--- src/rtl/key_scheduler.sv ---
// Round-key generator: 24-bit key state expanded one round per enabled clock, wrapping to the master key.
// Optional macro KEYSCHED_LOAD_EN adds LOAD/KEY_IN for run-time master-key loading.
module key_scheduler #(
   parameter logic [23:0] KEY_INIT   = 24'h3A94C7,
   parameter int          NUM_ROUNDS = 10
) (
   input  logic        CLK,
   input  logic        RST_N,
   input  logic        en,
`ifdef KEYSCHED_LOAD_EN
   input  logic        LOAD,
   input  logic [23:0] KEY_IN,
`endif
   output logic [7:0]  K_1,
   output logic [7:0]  K_2,
   output logic [7:0]  K_3,
   output logic [3:0]  ROUND,
   output logic        LAST
);

   localparam logic [3:0] LAST_ROUND = 4'(NUM_ROUNDS);

   function automatic logic [3:0] sbox4(input logic [3:0] nib);
      case (nib)
         4'h0: sbox4 = 4'hC;
         4'h1: sbox4 = 4'h5;
         4'h2: sbox4 = 4'h6;
         4'h3: sbox4 = 4'hB;
         4'h4: sbox4 = 4'h9;
         4'h5: sbox4 = 4'h0;
         4'h6: sbox4 = 4'hA;
         4'h7: sbox4 = 4'hD;
         4'h8: sbox4 = 4'h3;
         4'h9: sbox4 = 4'hE;
         4'hA: sbox4 = 4'hF;
         4'hB: sbox4 = 4'h8;
         4'hC: sbox4 = 4'h4;
         4'hD: sbox4 = 4'h7;
         4'hE: sbox4 = 4'h1;
         4'hF: sbox4 = 4'h2;
         default: sbox4 = 4'h0;
      endcase
   endfunction

   function automatic logic [7:0] rcon(input logic [3:0] idx);
      case (idx)
         4'd0: rcon = 8'h01;
         4'd1: rcon = 8'h02;
         4'd2: rcon = 8'h04;
         4'd3: rcon = 8'h08;
         4'd4: rcon = 8'h10;
         4'd5: rcon = 8'h20;
         4'd6: rcon = 8'h40;
         4'd7: rcon = 8'h80;
         4'd8: rcon = 8'h1B;
         4'd9: rcon = 8'h36;
         default: rcon = 8'h00;
      endcase
   endfunction

   logic [23:0] key_r;
   logic [3:0]  round_r;
   logic [23:0] master_s;
   logic [23:0] next_key_s;
   logic [3:0]  next_round_s;
   logic [7:0]  rot_s;
   logic [7:0]  t_s;
   logic [7:0]  w0_s;
   logic [7:0]  w1_s;
   logic [7:0]  w2_s;

`ifdef KEYSCHED_LOAD_EN
   logic [23:0] master_r;

   // Master-key register: captured on LOAD, source for the wrap reload.
   always_ff @(posedge CLK or negedge RST_N) begin
      if (!RST_N) begin
         master_r <= KEY_INIT;
      end else if (LOAD) begin
         master_r <= KEY_IN;
      end else begin
         master_r <= master_r;
      end
   end

   assign master_s = master_r;
`else
   assign master_s = KEY_INIT;
`endif

   // One expansion round: rotate w2, substitute nibbles, add round constant, chain XORs.
   always_comb begin
      rot_s = {key_r[4:0], key_r[7:5]};
      t_s   = {sbox4(rot_s[7:4]), sbox4(rot_s[3:0])} ^ rcon(round_r);
      w0_s  = key_r[23:16] ^ t_s;
      w1_s  = key_r[15:8] ^ w0_s;
      w2_s  = key_r[7:0] ^ w1_s;
   end

   // Next-state selection: load beats en; the final round wraps instead of transforming.
   always_comb begin
      next_key_s   = key_r;
      next_round_s = round_r;
`ifdef KEYSCHED_LOAD_EN
      if (LOAD) begin
         next_key_s   = KEY_IN;
         next_round_s = 4'd0;
      end else
`endif
      if (en) begin
         if (round_r == LAST_ROUND) begin
            next_key_s   = master_s;
            next_round_s = 4'd0;
         end else begin
            next_key_s   = {w0_s, w1_s, w2_s};
            next_round_s = round_r + 4'd1;
         end
      end else begin
         next_key_s   = key_r;
         next_round_s = round_r;
      end
   end

   // Key state and round counter registers.
   always_ff @(posedge CLK or negedge RST_N) begin
      if (!RST_N) begin
         key_r   <= KEY_INIT;
         round_r <= 4'd0;
      end else begin
         key_r   <= next_key_s;
         round_r <= next_round_s;
      end
   end

   assign K_1   = key_r[23:16];
   assign K_2   = key_r[15:8];
   assign K_3   = key_r[7:0];
   assign ROUND = round_r;
   assign LAST  = (round_r == LAST_ROUND);

endmodule

--- config.mk ---
export PLATFORM = sky130hd
export DESIGN_NAME = key_scheduler
export DESIGN_NICKNAME = d
export VERILOG_FILES = /design/src/rtl/key_scheduler.sv
export SDC_FILE = /design/constraint.sdc
export NUM_CORES = 1
export LEC_CHECK = 0
export CORE_MARGIN = 3
export CORE_UTILIZATION = 40
export DETAILED_ROUTE_END_ITERATION = 10
export GPL_TIMING_DRIVEN = 0
export PLACE_DENSITY_LB_ADDON = 0.05
export SLEW_MARGIN = 20
export SYNTH_ARGS = -nofsm -noshare
export SYNTH_HDL_FRONTEND = slang
export SYNTH_SLANG_ARGS = --single-unit
--- constraint.sdc ---
create_clock -name CLK -period 4.3 [get_ports CLK]
set_clock_uncertainty 0.15 [all_clocks]
set_input_delay 0.645 -clock CLK [delete_from_list [all_inputs] [get_ports CLK]]
set_output_delay 0.645 -clock CLK [all_outputs]
set_load 0.01 [all_outputs]
==> impl_metrics.tcl <==
set metrics [dict create \
    fin_nets 256 \
    synth_top_area_share_pct 19.50 \
    yosysMostFrequentCell "o21ai_0" \
    dp_hpwl_um 3368 \
    crit_start "ROUND[3]" \
    hold_viol 0 \
    worstReg2RegStart "key_r[6]" \
    grt_max_degree 29 \
    rr_worst_depth 8 \
    rows 25 \
    synth_commonest_cells "19 x o21ai_0, 17 x inv_1, 16 x dfrtp_1" \
    io_buffers 30 \
    synth_top_cell_by_area "dfrtp_1" \
    die_x_um 77.65 \
    globalplace.congestion 0.7599 \
    drv_slew 0 \
    place_ws_ps 1405 \
    maxCapViolCount 0 \
    syn_to_final_growth_pct 21.15 \
    postRouteAntennaNets 0 \
    syn-instance-count 206 \
    fill_cells 460 \
    num_vias 1568 \
    clock-sinks 28 \
    ios 32 \
    grt_pass1_vias 1538 \
    num_antenna_cells 0 \
    r2r-end "key_r[3]" \
    period_needed_ps 3238 \
    post_dp_cell_area_mm2 0.002432 \
    cts_hold_buf 0 \
    rsz0062_at_grt "no" \
    yosysSeqAreaShare_pct 34.86 \
    syn_avg_cell_area_um2 9.967 \
    period_share_pct 75.31 \
    post_cts_buffers 0 \
    worst_slew_pin_slew_ps 651.1 \
    post_cts_resize_count 0 \
    postLayoutSetupSlackWorst_ps 1062 \
    grtUsageTotal_pct 16.38 \
    drive_above_1_share_pct 15.42 \
    die_area_mm2 0.006029 \
    via_per_inst 5.107 \
    cts-root-buf "clkbuf_8" \
    cp.arrival_ps 2440 \
    synth.ff_latch_count 28 \
    drt-initial-drc-count 67 \
    reg2reg_slack_ps 1650 \
    fmax_mhz 308.8 \
    gr-total-overflow 0 \
    initial_core_util_pct 42.35 \
    critical_path_class "register to output port" \
    synth_area_mm2 0.002053 \
    grt_pass1_wl_um 7734 \
    clock_latency_ps 290 \
    critPathRequiredTime_ps 3500 \
    ys_types 44 \
    wl_per_cell_um 15.15 \
    fin_tns_setup_ps 0 \
    wl_um 4651 \
    design_area_mm2 0.002487 \
    clk_pin_slew_ps 110 \
    yosys-top-cells-area "dfrtp_1 20%, dfstp_2 15%, ha_1 7.3%" \
    cp-start-kind "register" \
    synth_fp_nets 221 \
    fp.coreArea_mm2 0.004848 \
    cts_buffers 3 \
    cts.htree.levels 1 \
    synth_edf_count 0 \
    ys.flop_type "dfrtp_1" \
    cts_tree "built" \
    die_h_um 77.65 \
    min_path_type "input port to asynchronous set/reset pin" \
    cp_max_fo 10 \
    drt_pass1_iterations 4 \
    antenna_found_initial 0 \
    setup_viol 0 \
    clockBufferDepth 2 \
    status "finished, final reports clean" \
    end_kind "output port" \
    yosysWarnings 0 \
    async_flop_share_pct 100.0 \
    slew_headroom_pct 56.59 \
    drc 0 \
]
## flip-flops by register name (all words and copies together), names as in the netlist
register,flops
ROUND,4
key_r,24
## critical path, cell delays in order (launching register included)
cell and delay (ps):
dfrtp_1 390, buf_2 230, nor2b_1 190, nand3_1 290
inv_1 300, clkbuf_8 220, clkdlybuf4s50_1 540
## cell families after synthesis
group,after synthesis,share of synthesized area [%]
multiplexers,9,6.825
buffers and inverters,30,8.288
AND/OR/NAND/NOR,54,14.08
flip-flops,28,34.86
adder cells (fa/ha/maj),12,7.312
AO/OA/AOI/OAI,49,14.93
XOR/XNOR,24,13.71
## worst max-delay path by stage
stage,to,cells after the start
detailed placement,LAST,6
global route,LAST,6
global placement,LAST,6
CTS,LAST,6
finish,LAST,6
floorplan,key_r[2],7
## metrics by stage
stage	util (%)	std cells	hold slack [ps]
4_1_cts	51.30	307	251.4
5_1_grt	51.30	307	261.7
6_report	51.30	307	219.3
3_5_place_dp	50.17	303	340.6
3_3_place_gp	50.27	303	333.9
2_1_floorplan	-	206	199.4
## placed cells by master (no fill, tap or decap), types with 2 or more instances in the layout
cell              n
and3_1            4
a21oi_1           8
nor2b_1           3
o21ai_0          19
inv_1            17
a22o_1            4
nand2_1          15
a21o_1            3
nor3_1            8
mux4_2            4
o21a_1            2
nand2b_1          4
clkbuf_1          3
nor3b_1           2
xnor3_2           2
clkbuf_8          6
a31oi_1           2
nor2_1           10
xnor3_1           3
buf_6             2
o21ai_1           2
ha_1             12
a211o_1           2
xor2_1            7
clkdlybuf4s50_1  29
buf_2             5
xnor2_1          12
o22ai_1           2
mux2i_1           5
dfrtp_1          16
nand3_1           2
dfstp_2          12
## metal layers
| metal | part of all wire, % | GRT usage, % | wire [um] | vias up |
|---|---|---|---|---|
| li1 | - | - | - | 782 |
| met1 | 49 | 23.11 | 2301 | 753 |
| met2 | 46 | 26.11 | 2141 | 28 |
| met3 | 3.3 | 1.972 | 152 | 5 |
| met4 | 1.2 | 5.160 | 57 | 0 |
| met5 | 0 | 0 | 0 | - |
## final cells by class
| class | instances | area (um2) | share of cell area, % |
|---|---|---|---|
| tap | 67 | 83.83 | 3.370 |
| timing repair buffer | 30 | 295.3 | 11.87 |
| multi-input combinational | 148 | 1167 | 46.93 |
| clock buffer | 4 | 55.05 | 2.213 |
| sequential | 28 | 715.7 | 28.77 |
| buffer | 12 | 100.1 | 4.024 |
| inverter | 18 | 70.07 | 2.817 |
Power is left out: the tool's default activity adds up to more than one toggle a clock period on the data nets, which glitch-free logic cannot reach.
